`src/rtl/voice_pkg.sv`:
```
// Shared constants for the voice scheduler: key count, key index width and
// the per-key tone half-period table (in CLOCK_50 cycles).
package voice_pkg;

  localparam int NUM_KEYS = 24;
  localparam int KEY_W    = 5;
  localparam int HALF_W   = 19;

  // Index 0 = C3 ... 23 = B4, chromatic.
  localparam logic [HALF_W-1:0] HALF_PERIOD [NUM_KEYS] = '{
    19'd190080, 19'd180129, 19'd170068, 19'd160458, 19'd151515, 19'd143003,
    19'd135135, 19'd127551, 19'd120481, 19'd113636, 19'd107290, 19'd101214,
    19'd95238,  19'd90177,  19'd85470,  19'd80290,  19'd75758,  19'd71644,
    19'd67567,  19'd63723,  19'd60240,  19'd56818,  19'd53598,  19'd50584
  };

  // Out-of-table keys map to 0 so a stray index can never read past the table.
  function automatic logic [HALF_W-1:0] half_period(input logic [KEY_W-1:0] key);
    if (int'(key) < NUM_KEYS) return HALF_PERIOD[key];
    return '0;
  endfunction

endpackage

```
`src/rtl/tone_voice.sv`:
```
// One square-wave tone generator: free-running counter that reloads at the
// half period and flips the output phase.
module tone_voice
  import voice_pkg::*;
(
  input  logic              clk,
  input  logic              rst,
  input  logic              busy,
  input  logic              load,
  input  logic [HALF_W-1:0] half,
  output logic              phase
);

  logic [HALF_W-1:0] cnt;

  // Load restarts the tone in phase 0; otherwise count while allocated.
  always_ff @(posedge clk or posedge rst) begin
    if (rst) begin
      cnt   <= '0;
      phase <= 1'b0;
    end else if (load) begin
      cnt   <= '0;
      phase <= 1'b0;
    end else if (busy) begin
      if (cnt == half) begin
        cnt   <= '0;
        phase <= ~phase;
      end else begin
        cnt <= cnt + 1'b1;
      end
    end
  end

endmodule

```
`src/rtl/voice_scheduler.sv`:
```
// Polyphonic key-to-voice scheduler: synchronises keys, scans pending
// press/release events one key per cycle, allocates voices with LRU stealing
// and mixes the square-wave voices into a handshaked sample stream.
module voice_scheduler
  import voice_pkg::*;
#(
  parameter int                 NUM_KEYS   = voice_pkg::NUM_KEYS,
  parameter int                 NUM_VOICES = 4,
  parameter logic signed [31:0] AMP        = 32'sd100000000
) (
  input  logic                        CLOCK_50,
  input  logic                        reset,
  input  logic [NUM_KEYS-1:0]         key_in,
  input  logic                        sample_ready,
  output logic                        sample_valid,
  output logic signed [31:0]          sample_out,
  output logic [NUM_VOICES-1:0]       voice_busy,
  output logic [NUM_VOICES*KEY_W-1:0] voice_key,
  output logic                        steal_pulse
);

  localparam int VW    = (NUM_VOICES > 1) ? $clog2(NUM_VOICES) : 1;
  localparam int AGE_W = VW;

  logic [NUM_KEYS-1:0] sync1, sync2, sync3, rise, fall;
  logic [NUM_KEYS-1:0] pend_press, pend_release, clr_press, clr_rel;
  logic [1:0]          warm;
  logic [KEY_W-1:0]    ptr;

  logic [NUM_VOICES-1:0]            busy, busy_n, phase, load;
  logic [NUM_VOICES-1:0][KEY_W-1:0] vkey, vkey_n;
  logic [NUM_VOICES-1:0][AGE_W-1:0] age, age_n;

  logic          do_rel, do_press, hit, free_ok, steal;
  logic [VW-1:0] hit_idx, free_idx, old_idx, target;
  logic [AGE_W-1:0] old_age;
  logic signed [31:0] mix;

  assign voice_busy = busy;
  assign voice_key  = vkey;

  // Two-flop synchroniser plus edge register. Edges are ignored until the
  // pipeline has refilled after reset, so keys held through reset do not
  // look like fresh presses.
  always_ff @(posedge CLOCK_50 or posedge reset) begin
    if (reset) begin
      sync1 <= '0;
      sync2 <= '0;
      sync3 <= '0;
      warm  <= '0;
    end else begin
      sync1 <= key_in;
      sync2 <= sync1;
      sync3 <= sync2;
      if (warm != 2'd3) warm <= warm + 1'b1;
    end
  end

  assign rise = (warm == 2'd3) ? (sync2 & ~sync3) : '0;
  assign fall = (warm == 2'd3) ? (~sync2 & sync3) : '0;

  // Voice search for the scanned key: existing owner, first free, oldest.
  always_comb begin
    hit      = 1'b0;
    hit_idx  = '0;
    free_ok  = 1'b0;
    free_idx = '0;
    old_idx  = '0;
    old_age  = age[0];
    for (int v = 0; v < NUM_VOICES; v++) begin
      if (!hit && busy[v] && vkey[v] == ptr) begin
        hit     = 1'b1;
        hit_idx = VW'(v);
      end
      if (!free_ok && !busy[v]) begin
        free_ok  = 1'b1;
        free_idx = VW'(v);
      end
      if (age[v] > old_age) begin
        old_age = age[v];
        old_idx = VW'(v);
      end
    end
  end

  // Service at most one event for the scanned key; release wins over press.
  always_comb begin
    do_rel    = pend_release[ptr];
    do_press  = ~do_rel & pend_press[ptr];
    clr_rel   = '0;
    clr_press = '0;
    busy_n    = busy;
    vkey_n    = vkey;
    age_n     = age;
    load      = '0;
    steal     = 1'b0;
    target    = hit ? hit_idx : (free_ok ? free_idx : old_idx);
    if (do_rel) begin
      clr_rel[ptr] = 1'b1;
      // A stolen key finds no owner and is dropped silently.
      if (hit) begin
        busy_n[hit_idx] = 1'b0;
        age_n[hit_idx]  = '0;
        for (int v = 0; v < NUM_VOICES; v++)
          if (busy[v] && VW'(v) != hit_idx && age[v] > age[hit_idx])
            age_n[v] = age[v] - 1'b1;
      end
    end else if (do_press) begin
      clr_press[ptr] = 1'b1;
      steal          = ~hit & ~free_ok;
      for (int v = 0; v < NUM_VOICES; v++) begin
        if (VW'(v) == target) begin
          busy_n[v] = 1'b1;
          vkey_n[v] = ptr;
          age_n[v]  = '0;
          load[v]   = 1'b1;
        end else if (busy[v] && (!busy[target] || age[v] < age[target])) begin
          age_n[v] = age[v] + 1'b1;
        end
      end
    end
  end

  // Scan pointer, pending-event flags and voice allocation state.
  always_ff @(posedge CLOCK_50 or posedge reset) begin
    if (reset) begin
      ptr          <= '0;
      pend_press   <= '0;
      pend_release <= '0;
      busy         <= '0;
      vkey         <= '0;
      age          <= '0;
      steal_pulse  <= 1'b0;
    end else begin
      ptr          <= (ptr == KEY_W'(NUM_KEYS - 1)) ? '0 : ptr + 1'b1;
      pend_press   <= (pend_press & ~clr_press) | rise;
      pend_release <= (pend_release & ~clr_rel) | fall;
      busy         <= busy_n;
      vkey         <= vkey_n;
      age          <= age_n;
      steal_pulse  <= steal;
    end
  end

  for (genvar v = 0; v < NUM_VOICES; v++) begin : g_voice
    tone_voice u_tone (
      .clk   (CLOCK_50),
      .rst   (reset),
      .busy  (busy[v]),
      .load  (load[v]),
      .half  (half_period(vkey[v])),
      .phase (phase[v])
    );
  end

  // Mix busy voices as +/-AMP square waves.
  always_comb begin
    mix = '0;
    for (int v = 0; v < NUM_VOICES; v++)
      if (busy[v]) mix = mix + (phase[v] ? AMP : -AMP);
  end

  // Output register: refill when empty or when the consumer takes a sample.
  always_ff @(posedge CLOCK_50 or posedge reset) begin
    if (reset) begin
      sample_valid <= 1'b0;
      sample_out   <= '0;
    end else begin
      sample_valid <= 1'b1;
      if (!sample_valid || sample_ready) sample_out <= mix;
    end
  end

endmodule

```
`config.mk`:
```
export PLATFORM = sky130hd
export DESIGN_NAME = voice_scheduler
export DESIGN_NICKNAME = d
export VERILOG_FILES = /design/src/rtl/voice_pkg.sv /design/src/rtl/tone_voice.sv /design/src/rtl/voice_scheduler.sv
export SDC_FILE = /design/constraint.sdc
export NUM_CORES = 1
export LEC_CHECK = 0
export CAP_MARGIN = 10
export CORE_MARGIN = 8
export CORE_UTILIZATION = 55
export CTS_BUF_LIST = sky130_fd_sc_hd__clkbuf_16
export CTS_CLUSTER_DIAMETER = 60
export CTS_CLUSTER_SIZE = 24
export DETAILED_ROUTE_END_ITERATION = 16
export GPL_ROUTABILITY_DRIVEN = 0
export GPL_TIMING_DRIVEN = 0
export PLACE_DENSITY_LB_ADDON = 0.1
export SETUP_SLACK_MARGIN = 0.15
export SLEW_MARGIN = 0
export SYNTH_ARGS = -nofsm -noshare
export SYNTH_HDL_FRONTEND = slang
export SYNTH_SLANG_ARGS = --single-unit
export TNS_END_PERCENT = 10
```
`constraint.sdc`:
```
create_clock -name CLOCK_50 -period 12.8 [get_ports CLOCK_50]
set_clock_uncertainty 0.1 [all_clocks]
set_input_delay 3.2 -clock CLOCK_50 [delete_from_list [all_inputs] [get_ports CLOCK_50]]
set_output_delay 3.2 -clock CLOCK_50 [all_outputs]
set_load 0.02 [all_outputs]
```
* Yosys cells after proc, flatten, opt, wreduce, memory -nomap -nowiden
Memory sizes are Yosys's and may differ from the RTL's. Cells that the tools add are included.
Storage, ports and cells: bits of input ports 27, output and inout bits 58, bits in registers 273, memories 4, memory bits (read-only) 2432, word-level logic and storage cells 319
Operators by class: muxes and demuxes 125, bitwise logic cells 27, eq/ne operators 18, order comparisons 24, reductions and logical operators 74, $add $sub $neg 17
Memory list:
- (name not given) | depth 32, width 19, read ports 1, clocked after memory_dff 0, write ports 0, RTL line voice_pkg.sv:19 | if (int'(key) < NUM_KEYS) return HALF_PERIOD[key];
- (name not given) | depth 32, width 19, read ports 1, clocked after memory_dff 0, write ports 0, RTL line voice_pkg.sv:19
- (name not given) | depth 32, width 19, read ports 1, clocked after memory_dff 0, write ports 0, RTL line voice_pkg.sv:19
- (name not given) | depth 32, width 19, read ports 1, clocked after memory_dff 0, write ports 0, RTL line voice_pkg.sv:19
Operators with widths (number):
- $mux 19 | 28
- $mux 32 | 8
- $mux 24 | 5
- $add 32x32->32 | 3
- $and 24x24->24 | 4
- $not 24->24 | 4
- $add 19x1->19 const B | 4
- $eq 19x19->1 | 4
- $mux 2 | 25
- $or 24x24->24 | 2
- $mux 1 | 42
- $reduce_and 3->1 | 12
- $reduce_bool 2->1 | 14
- $ge 6x6->1 const B | 4
- $logic_and 1x1->1 | 24
- $mux 8 | 3
- $not 5->6 | 4
- $eq 5x5->1 | 4
- $lt 5x5->1 const B | 4
- $mux 4 | 5
- $gt 2x2->1 | 7
- $reduce_bool 3->1 | 4
- $add 2x1->2 const B | 5
- $bmux 1 s5 | 2
- 31 further kinds | 64

* Longest topological paths before layout
Gate-level depths: netlist of the first run.
depth after elaboration 25, depth in mapped cells 29, gate-level depth less buffers 28

* Modules after synthesis
Synthesis of the first run repeated with hierarchy kept, for this count alone.
Second synthesis, totals: cells, all modules 2143, area, all modules 18878.1 um2
By module, submodules not included:
- voice_scheduler | sequential area each 4629.4 um2, cells each 1647, times used 1, area an instance 13828.3 um2
- tone_voice | sequential area each 500.5 um2, cells each 124, times used 4, area an instance 1262.5 um2

* Worst setup path before layout of the first run
No wires, ideal clock.
path type reg2reg, from reg busy[0], in the netlist voice_busy[0], to reg sample_out[31], setup slack 6.714 ns, path buffers 0, clock period less this slack 6.086 ns, library setup time 0.077 ns, data arrival time 5.909 ns, stages on the path, launching flop included 28, data required time 12.623 ns, path through dfrtp_1 -> clkinv_1 -> nor2_1 -> fa_1 -> fa_1 -> a21o_1 -> inv_1 -> fa_1 -> nor2b_1 -> o21a_1 -> o21a_1 -> o21ai_0 -> nand2b_1 -> a2111oi_0 -> o21ai_0 -> xor2_1 -> mux2_2 -> ha_1 -> and4_1 -> nand2_1 -> nor3_1 -> a21oi_1 -> o311a_1 -> o31ai_1 -> xnor2_1 -> nand2_1 -> xor2_1 -> a21oi_1
Between the ends: longest elaborated chain between the ends 7
Ends and longest elaborated chain:
- start, declared | RTL line voice_scheduler.sv:30 | logic [NUM_VOICES-1:0] busy, busy_n, phase, load;
- start signal, assigned | RTL line voice_scheduler.sv:138 | busy <= busy_n;
- $mux 32 (*) | RTL line voice_scheduler.sv:160 | if (busy[v]) mix = mix + (phase[v] ? AMP : -AMP);
- $add 32x32->32 | RTL line voice_scheduler.sv:160
- $mux 32 (*) | RTL line voice_scheduler.sv:160
- $add 32x32->32 | RTL line voice_scheduler.sv:160
- $mux 32 (*) | RTL line voice_scheduler.sv:160
- $add 32x32->32 | RTL line voice_scheduler.sv:160
- $mux 32 (*) | RTL line voice_scheduler.sv:160
- end signal, assigned | RTL line voice_scheduler.sv:170 | if (!sample_valid || sample_ready) sample_out <= mix;
- end, declared | RTL line voice_scheduler.sv:16 | output logic signed [31:0] sample_out,
Every way passes the cells marked *; elsewhere a longest branch is shown, timed or not. A chain may end at the register's enable or synchronous reset.

* Worst setup path in the final report of the first run
from reg busy[0], in the netlist voice_busy[0], to reg sample_out[30]
The elaborated chain is that of the path after synthesis.

==> reports/results.ini, run 1 <==
[timing]
post-route-min-period_ns=7.45
timing.final.ws_setup_ns=5.35
tightestPinTransition_ns=0.946
fin_crit_sh_pct=58.2
slew_headroom_pct=36.4
tns_ns=0
whs_ns=0.242
max_freq_ghz=0.134
setup_violations=0
rsz0062_at_grt=no
hold_violations=0
slew_violations=0

[critical_path]
cp_num_buf_inv=2
critPathSlowestCell=a2111oi_0
end_kind=register
worstPathRequired_ns=13.19
critPathArrivalTime_ns=7.84
crit_fanout=10
cp_top_family=compound AO/OA/AOI/OAI gates
max_stage_delay_ns=0.70
start_kind=register
path_class=register to register
reg2reg_slack_ns=5.35

[cells_and_area]
syn_to_final_growth_pct=13.2
insertedDiodeCount=0
nFillCells=2996
final_nets=2466
layout-drive-gt1-share_pct=7.36

[global_route]
grt_max_degree=130
grt_pass1_vias=16903
track_usage_pct=25.3
grt_overflow=0
grt_pass1_wl_mm=87.0
antenna_found_initial=1

[floorplanning]
die_h_um=202
dieArea_sq_um=40700
die_width_um=202
io_pins=85
row_count=68
start_util_pct=55.4
core_sq_um=34300

[synthesis]
synth_warnings=0
yosysUniqueCellTypes=88
synth_edf_count=0
synth_seq_cells=265
avgSynthCellArea_sq_um=8.59
yosysSeqAreaShare_pct=34.9
ys_async_sr_fraction_pct=100
synthFlopType=dfrtp_1
synth_most_common_cell=o21ai_0
postSynthCellCount=2211
netlist_area_sq_um=19000
synth_area_leaders=dfrtp_1, o21ai_0, ha_1
synth_top_area_cell=dfrtp_1
yosysTopAreaCellShare_pct=34.9
synth_common_cells=o21ai_0, dfrtp_1, nand2_1

[power_and_ir_drop]
sequentialPowerShare_pct=29.6
leakage_uw=0.00912
peakVddDrop_v=0.000137
switchingPower_uw=1390
combPwrFrac_pct=43.1
clockPowerShare_pct=27.3
internal_power_uw=1990
pwr_density_cell_nw_per_um2=157
finalPower_uw=3380
switching_share_pct=41.0

[flow_run]
max-cap-violations=0

[clocking]
post_cts_resized=0
cts_hold_buf=0
clock_latency_ns=0.61
cts_sinks=265
post-cts-setup-buffers=0
cts_max_path_buffers=3
htreeDepth=1
clk_pin_slew_ns=0.09
cts_tree=done
root_buffer=clkbuf_16
cts-buffers-inserted=29

[place]
dpl_worst_slack_ns=5.51
port_buffers=76
hpwlAfterDp_mm=37.7

[routing]
vias=17322
ant_nets=0
drt-pass1-iter-count=8
finalWirelength_mm=52.6
drt_iter0_markers=1392
post_drt_wl_per_cell_um=18.7
avgViaCountPerCell=6.18
drc=0

[status]
outcome=complete, no violations

[min_path]
hold_path_class=register to register

placed cells by master (no fill, tap or decap), types with 10 or more instances in the layout:
cell type,instances
nand4_1,10
xnor2_1,69
buf_4,13
nor3b_1,16
nand2_1,219
inv_1,71
a22oi_1,12
or3b_2,17
nor2b_1,40
dfrtp_1,265
buf_2,33
o21a_1,14
clkbuf_16,29
nand3b_1,29
xor2_1,72
o22ai_1,21
mux4_2,18
ha_1,106
nor4_1,16
and3_1,60
o21ai_1,11
nand2b_1,55
nand3_1,43
a31oi_1,18
clkdlybuf4s50_1,76
and2_1,11
mux2_2,13
a21o_1,36
nor3_1,39
o21ai_0,276
a211oi_1,19
nor2_1,135
o211ai_1,13
a211o_1,10
mux2i_1,23
clkbuf_1,85
a21oi_1,141
o31ai_1,19
power by group through the flow:
stage / logic [uW] / registers [uW] / clock network, uW
2_1_floorplan: 1020 / 1040 / 0
3_3_place_gp: 1390 / 1010 / 0
3_5_place_dp: 1420 / 1020 / 0
4_1_cts: 1440 / 1000 / 940
5_1_grt: 1610 / 1010 / 968
6_report: 1460 / 1000 / 922
layout make-up:
type / count / area, sq um / area share (%)
sequential: 265 / 6630 / 30.9
clock inverter: 25 / 358 / 1.67
buffer: 144 / 661 / 3.07
multi-input combinational: 1734 / 11400 / 53.2
timing repair buffer: 78 / 816 / 3.80
inverter: 75 / 289 / 1.35
tap: 455 / 569 / 2.65
clock buffer: 29 / 726 / 3.38
layer usage:
layer  global-route usage (%)  wire (um)  vias to the layer above
li1                         -          -                     8183
met1                     35.0      23500                     8339
met2                     39.7      23700                      647
met3                     3.54       3300                      151
met4                     9.55       1960                        2
met5                        0          9                        -
path summary, 6_finish.rpt:
kind                            depth (start not counted)                         to           from
worst max-delay path                                   26             sample_out[30]  voice_busy[0]
worst min-delay path                                    0                  sync2[14]      sync1[14]
worst max register to register                         26             sample_out[30]  voice_busy[0]
worst min register to register                          0                  sync2[14]      sync1[14]
max in group asynchronous                               4             sample_out[17]          reset
min in group asynchronous                               2  g_voice[3].u_tone.cnt[14]          reset
registers in the layout, indices dropped and copies added (netlist names):
name                  count
sync3                    24
sample_out               24
sample_valid              1
voice_busy                4
ptr                       5
pend_press               24
voice_key                20
steal_pulse               1
g_voice.u_tone.cnt       76
warm                      2
sync2                    24
pend_release             24
age                       8
sync1                    24
g_voice.u_tone.phase      4
cells by family after synthesis:
logic type / Yosys count / synth area share, %
AND/OR/NAND/NOR: 729 / 19.6
adder cells (fa/ha/maj): 112 / 7.62
multiplexers: 54 / 4.12
XOR/XNOR: 141 / 6.50
AO/OA/AOI/OAI: 689 / 22.2
flip-flops: 265 / 34.9
other: 2 / 0.0396
buffers and inverters: 219 / 4.96
metrics by stage:
stage	cell area [sq um]	instances	util (%)
2_1_floorplan	19000	2218	-
3_3_place_gp	20300	2749	59.3
3_5_place_dp	20400	2751	59.5
4_1_cts	21500	2805	62.7
5_1_grt	21500	2805	62.7
6_report	21500	2805	62.7
Note: power is estimated with default switching activity, not from simulation.
==> inputs of run 2 (changes only) <==
Clock period 12.8 ns to 6.14 ns, I/O delays scaled along.
==> reports/results.ini, run 2 (synthesis gave the netlist of run 1 again) <==
[status]
outcome=complete, no violations

[min_path]
min_from=sync1[2]
hold_path_class=register to register

[timing]
hold_violations=0
slew_headroom_pct=25.2
slew_violations=0
setup_violations=0
fin_crit_sh_pct=94.3
tightestPinTransition_ns=1.11
max_freq_ghz=0.173
post-route-min-period_ns=5.79
rsz0062_at_grt=yes
whs_ns=0.237

[clocking]
cts_hold_buf=0
clock_latency_ns=0.60
cts_tree=done
htreeDepth=1
root_buffer=clkbuf_16
cts_sinks=265
clk_pin_slew_ns=0.09
cts-buffers-inserted=28
cts_max_path_buffers=3

[cells_and_area]
final_nets=2499
layout_common_cells=o21ai_0, dfrtp_1, nand2_1, a21oi_1, nor2_1
regMostFlops=g_voice.u_tone.cnt
insertedDiodeCount=0
utilization_pct=64.3
layout_commonest_cell=o21ai_0
layout-drive-gt1-share_pct=10.5
largest_reg_flops=76
nFillCells=2904
syn_to_final_growth_pct=16.1

[routing]
post_drt_wl_per_cell_um=18.7
met2_length_mm=24.3
top_layer=met4
drt-pass1-iter-count=6
drt_iter0_markers=1448
avgViaCountPerCell=6.16
drc=0
routed-wl-met3_mm=3.60
ant_nets=0
vias=17476
wl_met1_mm=23.3
finalWirelength_mm=52.9

[critical_path]
critPathSlowestCell=dfrtp_2
path_class=register to register
crit_fanout=6
start_kind=register
worstPathRequired_ns=6.50
startpoint=voice_busy[0]
end_kind=register
critPathArrivalTime_ns=6.15
max_stage_delay_ns=0.46
timing.rr.start=voice_busy[0]

[place]
port_buffers=76
hpwlAfterDp_mm=38.0

[global_route]
grt_max_degree=41
grt_pass1_vias=16823
antenna_found_initial=0
grt_overflow=0
grt_pass1_wl_mm=87.2
track_usage_pct=25.2

[flow_run]
max-cap-violations=0

[floorplanning]
die_h_um=202
dieArea_sq_um=40700
start_util_pct=55.4
die_width_um=202
core_sq_um=34300
row_count=68
io_pins=85

[power_and_ir_drop]
leakage_uw=0.00935
peakVddDrop_v=0.000247
pwr_density_cell_nw_per_um2=331

==> run 2: changes by cell type in the layout (fill, tap and decap cells not counted), moves of 4 or more <==
cell      previous run  this run
clkbuf_1            85        79
o21ai_2              0         4
inv_12               2         7
buf_12               0         8
a21oi_1            141       137
ha_1               106       102
inv_8                5         1
buf_4               13        42
o21ai_0            276       269
==> run 2: path summary, 6_finish.rpt <==
| check | depth (start not counted) | slack [ns] | end |
|---|---|---|---|
| min reg2reg | 0 | 0.24 | sync2[2] |
| min | 0 | 0.24 | sync2[2] |
| max in group asynchronous | 5 | 3.61 | sample_out[16] |
| max | 26 | 0.35 | sample_out[31] |
| max reg2reg | 26 | 0.35 | sample_out[31] |
| min in group asynchronous | 2 | 1.21 | sync1[20] |
==> run 2: routing by layer <==
layer  up-vias  track usage [%]
li1       8246                -
met1      8377             34.8
met2       721             40.7
met3       132             3.01
met4         0             8.45
met5         -                0
==> run 2: worst max-delay path: cells and delay by family, from the launching register on <==
family	cells	cell delay [ns]
AOI/OAI and AO/OA	10	2.00
xor gates and xnor gates	3	0.47
adders and majority gates	4	1.33
buffers and inverters	2	0.22
DFF	1	0.46
muxes	1	0.30
and+or+nand+nor	6	0.79
==> run 2: power breakdown <==
group	total, uW	switching, uW	internal (uW)
Clock	1940	953	987
Sequential	2090	175	1910
Combinational	3270	1840	1420
Total	7290	2970	4320
==> run 2: area by class of cell <==
| cell class | count | area [sq um] | area share [%] |
|---|---|---|---|
| Multi-Input combinational cell | 1734 | 11600 | 52.8 |
| Sequential cell | 265 | 6630 | 30.1 |
| Timing Repair Buffer | 113 | 1140 | 5.17 |
| Clock buffer | 28 | 701 | 3.18 |
| Buffer | 143 | 674 | 3.06 |
| Tap cell | 455 | 569 | 2.58 |
| Clock inverter | 23 | 385 | 1.75 |
| Inverter | 75 | 292 | 1.32 |
==> run 2: what timing repair did <==
action | in CTS | in global routing
gates cloned | 0 | 0
resized for setup | 28 | 39
pin swaps | 7 | 15
endpoints found under the setup margin | 19 | 46
setup buffers | 14 | 16
==> run 2: metrics by stage <==
stage          setup TNS (ns)  instance area, sq um  total power (uW)  setup WS [ns]  instances
3_3_place_gp          -255.23                 20300              5000          -1.07       2749
2_1_floorplan               0                 19000              4290         0.0540       2218
6_report                    0                 22000              7290          0.352       2836
5_1_grt                     0                 22000              7760         0.0727       2836
3_5_place_dp            -8.91                 20500              5090          -1.10       2756
4_1_cts                     0                 21800              7180          0.148       2821
